`src/rtl/arb_mux_pkg.sv`:
```
// arb_mux_pkg: arbitration policy codes, output-stage states and index-width helper
package arb_mux_pkg;
  localparam int MODE_RR = 0;
  localparam int MODE_FIXED = 1;
  typedef enum logic {ST_EMPTY, ST_FULL} out_state_e;
  function automatic int clog2_min1(input int n);
    return n > 1 ? $clog2(n) : 1;
  endfunction
endpackage

```
`src/rtl/arb_mux_nto1_if.sv`:
```
// arb_mux_nto1_if: per-channel request bus plus the registered output handshake
interface arb_mux_nto1_if #(
  parameter int WIDTH = 8,
  parameter int NCH = 8,
  localparam int SELW = arb_mux_pkg::clog2_min1(NCH)
);
  logic [NCH-1:0] in_valid;
  logic [NCH-1:0] in_ready;
  logic [NCH*WIDTH-1:0] in_data;
  logic out_valid;
  logic out_ready;
  logic [WIDTH-1:0] out_data;
  logic [SELW-1:0] out_sel;
  modport master (output in_valid, in_data, out_ready, input in_ready, out_valid, out_data, out_sel);
  modport slave (input in_valid, in_data, out_ready, output in_ready, out_valid, out_data, out_sel);
endinterface

```
`src/rtl/rr_grant.sv`:
```
// rr_grant: combinational round-robin / fixed-priority grant via double-width masked priority encode
module rr_grant
  import arb_mux_pkg::*;
#(
  parameter int NCH = 8,
  parameter int MODE = MODE_RR,
  localparam int SELW = clog2_min1(NCH)
) (
  input  logic [NCH-1:0]  req,
  input  logic [SELW-1:0] ptr,
  output logic [NCH-1:0]  gnt_onehot,
  output logic [SELW-1:0] gnt_idx,
  output logic            any
);
  localparam int PW = SELW + 1;
  logic [2*NCH-1:0] dbl;
  logic [PW-1:0] pos;
  // Lower copy masked below ptr; the first hit wraps into the upper copy when nothing at or above ptr requests
  always_comb begin
    dbl = {req, req};
    for (int j = 0; j < NCH; j++) dbl[j] = req[j] && (MODE == MODE_FIXED || j >= int'(ptr));
    pos = '0;
    for (int j = 2*NCH-1; j >= 0; j--) if (dbl[j]) pos = PW'(j);
  end
  assign gnt_idx = SELW'(pos >= PW'(NCH) ? pos - PW'(NCH) : pos);
  assign any = |req;
  assign gnt_onehot = any ? NCH'(1) << gnt_idx : '0;
endmodule

```
`src/rtl/arb_mux_nto1.sv`:
```
// arb_mux_nto1: N-to-1 arbitrated mux with a one-entry registered valid/ready output stage
module arb_mux_nto1
  import arb_mux_pkg::*;
#(
  parameter int WIDTH = 8,
  parameter int NCH = 8,
  parameter int MODE = MODE_RR,
  localparam int SELW = clog2_min1(NCH)
) (
  input logic clk,
  input logic rst,
  arb_mux_nto1_if.slave bus
);
  out_state_e state_q, state_d;
  logic [WIDTH-1:0] data_q, data_d;
  logic [SELW-1:0] sel_q, sel_d, ptr_q, ptr_d, gnt_idx;
  logic [NCH-1:0] gnt_onehot;
  logic any, load, consume;
  rr_grant #(.NCH(NCH), .MODE(MODE)) u_grant (
    .req(bus.in_valid),
    .ptr(ptr_q),
    .gnt_onehot(gnt_onehot),
    .gnt_idx(gnt_idx),
    .any(any)
  );
  always_ff @(posedge clk) begin
    if (rst) state_q <= ST_EMPTY;
    else state_q <= state_d;
  end
  always_comb begin
    state_d = load ? (any ? ST_FULL : ST_EMPTY) : state_q;
  end
  // No beat may be taken in a reset cycle, so the grant is gated by rst
  always_comb begin
    load = state_q == ST_EMPTY || bus.out_ready;
    consume = load && any && !rst;
    bus.in_ready = consume ? gnt_onehot : '0;
    bus.out_valid = state_q == ST_FULL;
  end
  always_comb begin
    data_d = consume ? bus.in_data[gnt_idx*WIDTH +: WIDTH] : data_q;
    sel_d = consume ? gnt_idx : sel_q;
    ptr_d = (MODE == MODE_RR && consume) ? (gnt_idx == SELW'(NCH-1) ? '0 : gnt_idx + SELW'(1)) : ptr_q;
  end
  always_ff @(posedge clk) begin
    if (rst) begin
      data_q <= '0;
      sel_q <= '0;
      ptr_q <= '0;
    end else begin
      data_q <= data_d;
      sel_q <= sel_d;
      ptr_q <= ptr_d;
    end
  end
  assign bus.out_data = data_q;
  assign bus.out_sel = sel_q;
endmodule

```
`src/flat_wrapper.sv`:
```
// flat-port wrapper written by rule: the top's interface ports become plain ports
module arb_mux_nto1_flat import arb_mux_pkg::*;
#(
  parameter int WIDTH = 8,
  parameter int NCH = 8,
  parameter int MODE = MODE_RR,
  localparam int SELW = clog2_min1(NCH)
)
  (clk, rst, bus_in_valid, bus_in_data, bus_out_ready, bus_in_ready, bus_out_valid, bus_out_data, bus_out_sel);
  arb_mux_nto1_if #(.WIDTH(WIDTH), .NCH(NCH)) bus_i ();
  input logic clk;
  input logic rst;
  input wire logic [$bits(bus_i.in_valid)-1:0] bus_in_valid;
  input wire logic [$bits(bus_i.in_data)-1:0] bus_in_data;
  input wire logic [$bits(bus_i.out_ready)-1:0] bus_out_ready;
  output wire logic [$bits(bus_i.in_ready)-1:0] bus_in_ready;
  output wire logic [$bits(bus_i.out_valid)-1:0] bus_out_valid;
  output wire logic [$bits(bus_i.out_data)-1:0] bus_out_data;
  output wire logic [$bits(bus_i.out_sel)-1:0] bus_out_sel;
  assign bus_i.in_valid = bus_in_valid;
  assign bus_i.in_data = bus_in_data;
  assign bus_i.out_ready = bus_out_ready;
  assign bus_in_ready = bus_i.in_ready;
  assign bus_out_valid = bus_i.out_valid;
  assign bus_out_data = bus_i.out_data;
  assign bus_out_sel = bus_i.out_sel;
  arb_mux_nto1 #(.WIDTH(WIDTH), .NCH(NCH), .MODE(MODE)) u_core (.clk(clk), .rst(rst), .bus(bus_i));
endmodule
```
`config.mk`:
```
export PLATFORM = sky130hd
export DESIGN_NAME = arb_mux_nto1_flat
export DESIGN_NICKNAME = d
export VERILOG_FILES = /design/src/rtl/arb_mux_pkg.sv /design/src/rtl/arb_mux_nto1_if.sv /design/src/rtl/rr_grant.sv /design/src/rtl/arb_mux_nto1.sv /design/src/flat_wrapper.sv
export SDC_FILE = /design/constraint.sdc
export NUM_CORES = 1
export LEC_CHECK = 0
export ABC_CLOCK_PERIOD_IN_PS = 2800
export BUFFER_PORTS_ARGS = -buffer_cell sky130_fd_sc_hd__buf_2
export CAP_MARGIN = 0
export CORE_ASPECT_RATIO = 1.2
export CORE_UTILIZATION = 45
export CTS_BUF_LIST = sky130_fd_sc_hd__clkbuf_4
export DETAILED_ROUTE_END_ITERATION = 8
export MAX_ROUTING_LAYER = met4
export PLACE_DENSITY = 0.93
export SYNTH_ARGS = -nofsm -noshare
export SYNTH_HDL_FRONTEND = slang
export SYNTH_HIERARCHICAL = 1
export SYNTH_SLANG_ARGS = --single-unit
```
`constraint.sdc`:
```
create_clock -name clk -period 2.8 [get_ports clk]
set_clock_uncertainty 0.05 [all_clocks]
set_input_delay 0.14 -clock clk [delete_from_list [all_inputs] [get_ports clk]]
set_output_delay 0.14 -clock clk [all_outputs]
set_load 0.05 [all_outputs]
```
# == Word-level counts from Yosys, hierarchy flattened ==
# Index checks and enable logic that the tools add are counted.
# classes
n_lt_le_gt_ge,8
shifts,2
n_bitwise,1
muxes,20
eq_ne,1
n_reduce_logical,12
n_addsub,2
# op_table
operator,count
$shiftx 64x7->8,1
$mux 4,15
$mux 8,2
$ge 3x3->1 const A,3
$logic_and 1x1->1,9
$reduce_or 8->1,1
$shl 1x3->8 const A,1
$ge 1x3->1 const A,2
$ge 2x3->1 const A,2
$mux 3,2
$ge 4x4->1 const B,1
$add 3x1->3 const B,1
$eq 3x3->1 const B,1
$sub 3x1->3 const B,1
$logic_not 1->1,1
$logic_or 1x1->1,1
$mux 1,1
$not 1->1,1
# word_totals
regBits,15
elab_cells,50

# == Logic depth before layout (Yosys ltp) ==
# Gate-level depths: netlist of the first run.
# depth
ltp_word,20
depth_mapped,11
ltp_nobuf,9

# == Modules after synthesis ==
# The synthesis of the first run kept the hierarchy.
# by_module_without_submodules
module,area_each_um2,cells_per_inst,n_inst
arb_mux_nto1,1208.7,136,1
rr_grant,390.4,59,1

# == Worst setup path before layout of the first run ==
# Ideal clock, no wire load.
# synth_path
kind,flip-flop to flip-flop
start,register u_core.ptr_q[2]
end,"register u_core.data_q[2], in the netlist u_core/bus.out_data[2]"
period_less_slack_ns,2.068
setup_slack_ns,0.732
setup_ns,0.116
arrival_ns,1.902
path_stages_with_launch,11
path_buffers,1
cell_sequence,dfxtp_1 > inv_2 > a22oi_1 > o221ai_1 > o21a_2 > nor2_1 > nor2b_1 > buf_2 > a22oi_1 > a21oi_1 > nor3_2
# synth_between
elab_chain_len,12
# synth_rtl
element,line_no,rtl
"start, declared",arb_mux_nto1.sv:16,"logic [SELW-1:0] sel_q, sel_d, ptr_q, ptr_d, gnt_idx;"
"start signal, assigned",arb_mux_nto1.sv:53,ptr_q <= ptr_d;
$ge 3x3->1,rr_grant.sv:21,for (int j = 0; j < NCH; j++) dbl[j] = req[j] && (MODE == MODE_FIXED || j >= int'(ptr));
$logic_and 1x1->1,rr_grant.sv:21,
$mux 4 (6 in series),rr_grant.sv:23,for (int j = 2*NCH-1; j >= 0; j--) if (dbl[j]) pos = PW'(j);
$mux 4 (*),rr_grant.sv:23,
$ge 4x4->1 or $sub 3x1->3 (tied branches),rr_grant.sv:25,assign gnt_idx = SELW'(pos >= PW'(NCH) ? pos - PW'(NCH) : pos);
$mux 3 (*),rr_grant.sv:25,
net u_core.gnt_idx[0],arb_mux_nto1.sv:16,
$shiftx 64x7->8 (*),arb_mux_nto1.sv:41,data_d = consume ? bus.in_data[gnt_idx*WIDTH +: WIDTH] : data_q;
"end signal, assigned",arb_mux_nto1.sv:51,data_q <= data_d;
"end, declared",arb_mux_nto1.sv:15,"logic [WIDTH-1:0] data_q, data_d;"
# The timed path passes the listed nets; every way through them passes the cells marked *.
# A chain may end at the register's enable or synchronous reset.

# == Worst setup path in the final report of the first run ==
# layout_path
start,register u_core.ptr_q[1]
end,output bus_in_ready[3]
# layout_between
elab_chain_len,14
# layout_rtl
element,line_no,rtl
$ge 3x3->1,rr_grant.sv:21,
$logic_and 1x1->1,rr_grant.sv:21,
$mux 4 (6 in series),rr_grant.sv:23,
$mux 4 (*),rr_grant.sv:23,
$ge 4x4->1 or $sub 3x1->3 (tied branches),rr_grant.sv:25,
$mux 3 (*),rr_grant.sv:25,
net u_core.gnt_idx[1],arb_mux_nto1.sv:16,
$shl 1x3->8 (*),rr_grant.sv:27,assign gnt_onehot = any ? NCH'(1) << gnt_idx : '0;
$mux 8 (*),rr_grant.sv:27,
net u_core.gnt_onehot[3],arb_mux_nto1.sv:17,logic [NCH-1:0] gnt_onehot;
$mux 8 (*),arb_mux_nto1.sv:37,bus.in_ready = consume ? gnt_onehot : '0;
"end, declared",flat_wrapper.sv:16,output wire logic [$bits(bus_i.in_ready)-1:0] bus_in_ready;
# Marks and branches as above.

==> impl_metrics.csv, run 1 <==
group,metric,value,unit
outcome,status,"finished, final reports clean",
timing,hold_viol,0,
drt,ant_nets,0,
cts,cts_root_buffer,"clkbuf_4",
yosys,ys_types,46,
floorplan,die-area,3800,µm²
critical_path,worstSetupPathType,"register to primary output",
drt,drc,0,
cts,clockBufferDepth,2,
grt,antenna_found_initial,0,
placement,port_buffers,94,
yosys,syn-cell-area,1600,µm²
timing,period_needed,2.57,ns
cts,postCtsSetupRepairBufs,0,
yosys,synth-seq-cells,15,
finish,postLayoutCellArea,2070,µm²
cts,path_clk_slew,0.08,ns
timing,setup_slack,0.228,ns
placement,gp_congestion,0.944,
cts,cts_tree,"built",
floorplan,core_area,3370,µm²
power_and_ir_drop,ir_drop,0.000628,V
yosys,synth_nets,272,
drt,wl_met1,1650,µm
power_and_ir_drop,switching_share,52.4,%
grt,grt_overflow_total,0,
critical_path,worstPathArrival,2.38,ns
drt,drt_first_iter_violations,49,
placement,place_ws,0.408,ns
floorplan,num_rows,23,
drt,vias,1805,
floorplan,io_pins,95,
power_and_ir_drop,p_int,0.844,mW
timing,max_freq,389,MHz
drt,highest_layer,"met4",
cts,cts_buffers,3,
power_and_ir_drop,p_clk_share,7.0,%
cts,postCtsHoldBufs,0,
yosys,synthArstFlopShare,0,%
finish,num-fill-cells,303,
drt,first_pass_iters,6,
yosys,synth_top_area_share,20.0,%
power_and_ir_drop,p_comb_share,73.7,%
timing,worst_slew_margin_rel,61.2,%
run,cap_violations,0,
yosys,yosysWarnings,6,
timing,worst_pin_slew,0.580,ns
timing,fin_crit_sh,91.9,%
power_and_ir_drop,powerDensity,859,nW/µm²
drt,wire_per_inst,13.9,µm
finish,drive_gt1_share,42.3,%
grt,groute.usage.overall,24.2,%
yosys,synth_cells,195,
drt,viasPerCell,5.62,
timing,tns,0,ns
placement,place_hpwl,3620,µm
placement,dp.cells,317,
finish,multi_input_area,1170,µm²
yosys,synth_area_leader_cell,"mux2i_1",
critical_path,worst-path-max-fanout,33,
finish,final_cell_mix,"94 x buf_2, 32 x mux2i_1, 19 x nor2_1",
cts,post_cts_resized,0,
yosys,yosysSeqAreaShare,18.8,%
yosys,synthTopCellsByArea,"mux2i_1 20%, dfxtp_1 19%, a22oi_1 8.0%",
yosys,postSynthAreaPerCell,8.20,µm²
placement,postPlaceCellArea,2040,µm²
critical_path,worst_ep_required_time,2.61,ns
yosys,synth-main-ff-cell,"dfxtp_1",
cts,clk_latency,0.29,ns
yosys,synth-edff-count,0,
finish,stdcell_count,321,
hold_path,worstHoldPathType,"input port to register",
finish,antenna_cells,0,
finish,final_common_cell,"buf_2",
power_and_ir_drop,p_leak,1.01,nW
finish,area_delta_synth_final,29.3,%
floorplan,die_w,56.4,µm
finish,fin_nets,362,
drt,dr_wl_met2,2370,µm
grt,grt_pass1_wl,7140,µm
finish,regArea,300,µm²
power_and_ir_drop,p_sw,0.931,mW
grt,grt_max_degree,34,
critical_path,endpoint_kind,"primary output",
timing,rsz0062_at_grt,"no",
timing,finalSetupViolCount,0,
power_and_ir_drop,pwr-share-seq,19.3,%
cts,clock_sink_count,15,
grt,grt_pass1_vias,1730,
drt,routed_wl,4470,µm
timing,slew_viol_final,0,
drt,dr_wl_met3,385,µm
critical_path,critPathLaunchType,"register",
floorplan,die_h,67.3,µm
floorplan,start_util,47.5,%
cts,cts.htree.levels,1,
[final cells by class]
cell class                      instances  share of cell area, %
Multi-Input combinational cell        163                   56.5
Timing Repair Buffer                   97                   24.5
Sequential cell                        15                   14.5
Tap cell                               37                   2.24
Clock buffer                            3                   1.09
Inverter                                5                  0.908
Clock inverter                          1                  0.242
[state kept, by name (all words and copies together) (netlist names)]
name and count:
u_core/bus.out_sel 3, u_core/ptr_q 3, u_core/bus.out_valid 1, u_core/bus.out_data 8
[power groups by stage]
stage	combinational, mW	sequential, mW	clock, mW
2_1_floorplan	0.955	0.500	0
3_3_place_gp	1.28	0.342	0
3_5_place_dp	1.31	0.346	0
4_1_cts	1.31	0.342	0.130
5_1_grt	1.41	0.353	0.140
6_report	1.31	0.342	0.124
[synthesized netlist by cell type, drive strengths merged (2+ instances only)]
| cell type | number |
|---|---|
| o21a | 2 |
| nor3 | 12 |
| dfxtp | 15 |
| a32oi | 2 |
| a22oi | 17 |
| buf | 10 |
| ha | 2 |
| inv | 5 |
| or2 | 2 |
| clkbuf | 2 |
| a21oi | 17 |
| and2 | 11 |
| nor2 | 19 |
| nand2b | 4 |
| o21ai | 3 |
| mux2i | 32 |
| nand2 | 19 |
| nand3 | 2 |
| nor2b | 4 |
| a221oi | 2 |
[metal layers]
metal | vias up | GRT usage, %
li1 | 889 | -
met4 | 0 | 8.54
met1 | 819 | 23.2
met3 | 10 | 5.94
met5 | - | -
met2 | 87 | 47.3
[worst paths after layout]
kind / slack, ns / from / cells after the start / to
worst max-delay path: 0.23 / u_core/ptr_q[1] / 8 / bus_in_ready[3]
worst min-delay path: 0.15 / bus_out_ready / 3 / u_core/bus.out_valid
worst max register to register: 0.39 / u_core/ptr_q[1] / 9 / u_core/bus.out_data[2]
worst min register to register: 0.41 / u_core/bus.out_sel[2] / 2 / u_core/bus.out_sel[2]
[cells by family (layout without fill, tap and decap cells)]
kind of cell	count (synthesis)	in the layout	share of synthesized area, %
AOI/OAI and AO/OA	49	49	22.5
adders and majority gates	2	2	1.56
muxes	32	32	20.0
and+or+nand+nor	80	80	28.2
buffers and inverters	17	106	8.84
DFF	15	15	18.8
[metrics by stage]
stage	hold WS (ns)	util [%]	power, mW
global route	0.160	61.4	1.91
finish	0.153	61.4	1.78
global placement	0.392	60.6	1.62
detailed placement	0.403	60.6	1.66
floorplan	0.322	-	1.46
CTS	0.135	61.4	1.78
[worst max-delay path, cell delays in order, from the launching register on]
cell and delay [ns]:
dfxtp_1 0.50, o2bb2ai_1 0.19, nor2_1 0.11, a221oi_4 0.43, buf_12 0.28, nand2_1 0.11
nor2_1 0.10, and2_1 0.12, buf_2 0.25
(Power assumes the default switching activity.)
==> run 2: changes to the inputs <==
- CORE_MARGIN: default -> 5
==> impl_metrics.csv, run 2 (synthesized netlist as in run 1, its figures left out) <==
group,metric,value,unit
outcome,status,"finished, final reports clean",
power_and_ir_drop,p_leak,1.02,nW
finish,final_common_cell,"buf_2",
cts,clk_latency,0.28,ns
critical_path,endpoint_kind,"primary output",
timing,worst_slew_margin_rel,60.6,%
critical_path,worstPathArrival,2.38,ns
drt,vias,1823,
power_and_ir_drop,pwr-share-seq,19.5,%
power_and_ir_drop,p_sw,0.932,mW
timing,slew_viol_final,0,
power_and_ir_drop,powerDensity,857,nW/µm²
floorplan,io_pins,95,
run,cap_violations,0,
drt,drt_first_iter_violations,107,
grt,antenna_found_initial,0,
timing,hold_viol,0,
drt,viasPerCell,5.66,
cts,clockBufferDepth,2,
placement,place_ws,0.336,ns
floorplan,die_h,75.3,µm
finish,postLayoutCellArea,2060,µm²
cts,cts_root_buffer,"clkbuf_4",
finish,drive_gt1_share,42.8,%
critical_path,crit_chain,"nand3b_1 -> and3_4 -> a2111oi_4 -> nand2_1 -> nor2_1 -> and2_1 -> buf_2",
drt,drc,0,
cts,cts_tree,"built",
grt,grt_max_degree,18,
power_and_ir_drop,p_total,1.77,mW
drt,first_pass_iters,4,
power_and_ir_drop,switching_share,52.7,%
timing,worst_pin_slew,0.590,ns
timing,setup_slack,0.232,ns
grt,groute.usage.overall,21.0,%
placement,gp_congestion,0.928,
grt,grt_pass1_vias,1849,
floorplan,core_area,3400,µm²
finish,antenna_cells,0,
critical_path,worst_ep_required_time,2.61,ns
drt,ant_nets,0,
finish,final_cell_mix,"94 x buf_2, 32 x mux2i_1, 19 x nor2_1",
cts,path_clk_slew,0.09,ns
finish,fin_nets,363,
power_and_ir_drop,p_comb_share,73.7,%
drt,routed_wl,4930,µm
hold_path,worstHoldPathType,"input port to register",
finish,largest_reg_flops,8,
placement,place_hpwl,4060,µm
grt,grt_pass1_wl,7930,µm
cts,clock_sink_count,15,
drt,wire_per_inst,15.3,µm
floorplan,die-area,4850,µm²
critical_path,slowest_delay,0.54,ns
cts,cts_buffers,3,
floorplan,die_w,64.4,µm
placement,port_buffers,94,
timing,tns,0,ns
timing,rsz0062_at_grt,"no",
floorplan,start_util,47.1,%
finish,num-fill-cells,309,
cts,cts.htree.levels,1,
timing,max_freq,389,MHz
critical_path,worst-path-max-fanout,10,
grt,grt_overflow_total,0,
critical_path,worstSetupPathType,"register to primary output",
cts,postCtsHoldBufs,0,
power_and_ir_drop,ir_drop,0.000284,V
floorplan,num_rows,23,
finish,area_delta_synth_final,29.0,%
timing,fin_crit_sh,91.7,%
power_and_ir_drop,p_int,0.836,mW
power_and_ir_drop,p_clk_share,6.7,%
critical_path,critPathLaunchType,"register",
timing,period_needed,2.57,ns
timing,hold_slack,0.144,ns
placement,postPlaceCellArea,2030,µm²
critical_path,cpMaxStageDelayCell,"dfxtp_1",
timing,finalSetupViolCount,0,
run 2: layout make-up:
class                      instances  area (µm²)  area share [%]
multi-input combinational        163        1170            56.7
timing repair buffer              98         500            24.3
sequential                        15         300            14.6
tap                               37        46.3            2.24
clock buffer                       3        22.5            1.09
inverter                           5        18.8           0.910
clock inverter                     1        5.00           0.243
run 2: per-layer routing:
| layer | wire length [µm] | part of all wire, % | vias up | track usage, % |
|---|---|---|---|---|
| met5 | 0 | 0 | - | - |
| met4 | 144 | 2.9 | 0 | 11.3 |
| met3 | 477 | 9.7 | 14 | 5.01 |
| met2 | 2480 | 50 | 96 | 38.8 |
| met1 | 1830 | 37 | 818 | 20.6 |
| li1 | - | - | 895 | - |
run 2: power by group through the flow:
stage                     Sequential [mW]  Clock, mW  Combinational (mW)
final                               0.345      0.119                1.30
after global routing                0.355      0.140                1.41
after CTS                           0.344      0.125                1.30
after detailed placement            0.347          0                1.30
after global placement              0.351          0                1.27
after floorplan                     0.500          0               0.955
run 2: critical path: cells and delay by family, from the launching register on:
family | cells | cell delay [ns]
AOI/OAI and AO/OA | 1 | 0.46
and+or+nand+nor | 5 | 0.83
buffers and inverters | 1 | 0.26
DFF | 1 | 0.54
run 2: worst paths after layout:
kind	start	end	slack, ns	depth (start not counted)
worst max-delay path	u_core/ptr_q[1]	bus_in_ready[6]	0.23	7
worst min-delay path	bus_out_ready	u_core/bus.out_valid	0.14	3
worst max register to register	u_core/ptr_q[1]	u_core/bus.out_data[3]	0.38	10
worst min register to register	u_core/bus.out_sel[1]	u_core/bus.out_sel[1]	0.41	2
run 2: repair_timing:
item                                    CTS  global route
endpoints found under the setup margin    0             1
resized for setup                         0             1
setup buffers                             0             0
run 2: per-stage QoR:
step / instances / util [%]
after floorplan: 195 / -
after global placement: 318 / 59.9
after detailed placement: 318 / 59.9
after CTS: 322 / 60.7
after global routing: 322 / 60.8
final: 322 / 60.8
==> run 3: changes to the inputs <==
- CELL_PAD_IN_SITES_DETAIL_PLACEMENT: default -> 1
- CELL_PAD_IN_SITES_GLOBAL_PLACEMENT: default -> 2
- CORE_UTILIZATION: 45 -> 23
- PLACE_DENSITY: 0.93 -> 0.91
==> impl_metrics.csv, run 3 (synthesized netlist as in run 1, its figures left out) <==
group,metric,value,unit
cts,clockBufferDepth,2,
floorplan,start_util,23.5,%
critical_path,worstPathArrival,2.39,ns
placement,place_hpwl,4740,µm
floorplan,die_w,86.1,µm
power_and_ir_drop,p_leak,1.02,nW
finish,area_delta_synth_final,34.1,%
critical_path,cp_num_buf_inv,1,
floorplan,num_rows,33,
cts,cts_root_buffer,"clkbuf_4",
critical_path,critPathLaunchType,"register",
floorplan,die_h,101,µm
timing,hold_viol,0,
drt,routed_wl,5590,µm
placement,gp_congestion,0.829,
critical_path,endpoint_kind,"primary output",
finish,fin_nets,364,
critical_path,cpMaxStageDelayCell,"a2111oi_4",
timing,slew_viol_final,0,
grt,antenna_found_initial,0,
cts,clk_latency,0.28,ns
critical_path,ff2ff_setup_slack,0.32,ns
finish,final_common_cell,"buf_2",
cts,path_clk_slew,0.08,ns
drt,wire_per_inst,15.0,µm
power_and_ir_drop,powerDensity,838,nW/µm²
floorplan,die-area,8730,µm²
cts,postCtsHoldBufs,0,
critical_path,worst-path-max-fanout,8,
drt,viasPerCell,4.88,
finish,regArea,300,µm²
timing,tns,0,ns
critical_path,worst_ep_required_time,2.61,ns
finish,final_cell_mix,"94 x buf_2, 32 x mux2i_1, 19 x nor2_1",
grt,groute.usage.overall,12.9,%
timing,finalSetupViolCount,0,
timing,max_freq,388,MHz
finish,antenna_cells,0,
floorplan,io_pins,95,
cts,clock_sink_count,15,
finish,num-fill-cells,873,
timing,period_needed,2.58,ns
placement,dp.cells,369,
cts,cts_tree,"built",
timing,fin_crit_sh,92.1,%
run,cap_violations,0,
timing,rsz0062_at_grt,"no",
drt,first_pass_iters,4,
finish,drive_gt1_share,42.7,%
critical_path,crit_chain,"nor2b_1 -> o21a_2 -> a2111oi_4 -> nand2b_2 -> nor3_2 -> and2_1 -> buf_2",
outcome,status,"finished, final reports clean",
grt,grt_pass1_vias,1889,
drt,drt_first_iter_violations,70,
finish,stdcell_count,373,
grt,grt_pass1_wl,8910,µm
timing,worst_pin_slew,0.583,ns
drt,ant_nets,0,
critical_path,path_delay_family,"compound AO/OA/AOI/OAI gates",
grt,grt_overflow_total,0,
floorplan,core_area,6810,µm²
cts,post_cts_resized,0,
cts,cts_buffers,3,
cts,cts.htree.levels,1,
finish,multi_input_area,1170,µm²
hold_path,worstHoldPathType,"input port to register",
power_and_ir_drop,ir_drop,0.000376,V
placement,port_buffers,94,
drt,vias,1819,
timing,worst_slew_margin_rel,61.1,%
cts,postCtsSetupRepairBufs,0,
grt,grt_max_degree,33,
critical_path,slowest_delay,0.58,ns
drt,drc,0,
critical_path,worstSetupPathType,"register to primary output",
finish,largest_reg_flops,8,
## run 3: cell types whose count changed in the layout (fill, tap and decap cells not counted)
cell,change
and2_2,-1
and2_1,+1
buf_12,+1
## run 3: layer usage
metal	routed length [µm]	track usage (%)	up-vias
met4	63	4.26	0
li1	-	-	893
met2	2740	23.1	74
met5	0	-	-
met1	2280	14.4	848
met3	511	2.36	4
## run 3: power breakdown
group | leakage (nW) | internal (mW) | total [mW] | switching (mW)
clock | 0.0177 | 0.0529 | 0.117 | 0.0644
sequential | 0.125 | 0.280 | 0.341 | 0.0610
combinational | 0.881 | 0.523 | 1.34 | 0.817
total | 1.02 | 0.855 | 1.80 | 0.942
## run 3: final cells by class
| class | count | share of cell area (%) |
|---|---|---|
| repair buffers | 99 | 24.3 |
| clock inverters | 1 | 0.233 |
| flip-flops and latches | 15 | 14.0 |
| inverters | 5 | 0.875 |
| well taps | 87 | 5.08 |
| clock buffers | 3 | 1.05 |
| multi-input cells | 163 | 54.5 |
## run 3: final timing paths
kind,endpoint,from,cells after the start
setup reg to reg,u_core/bus.out_data[3],u_core/ptr_q[1],9
setup / recovery,bus_in_ready[5],u_core/ptr_q[0],7
hold / removal,u_core/bus.out_valid,bus_out_ready,3
hold reg to reg,u_core/bus.out_sel[0],u_core/bus.out_sel[0],2
## run 3: worst min-delay path, stage by stage
cell      delay, ns
buf_2          0.07
nand2b_1       0.15
a21oi_1        0.08
## run 3: stage by stage
stage	util (%)	setup WS [ns]	instance area, µm²	power [mW]	hold slack, ns
after global routing	31.5	0.0332	2140	1.94	0.187
final	31.5	0.220	2140	1.80	0.155
after global placement	31.1	0.363	2120	1.68	0.392
after CTS	31.5	0.160	2140	1.83	0.151
after detailed placement	31.1	0.274	2120	1.70	0.395
after floorplan	-	0.732	1600	1.46	0.322
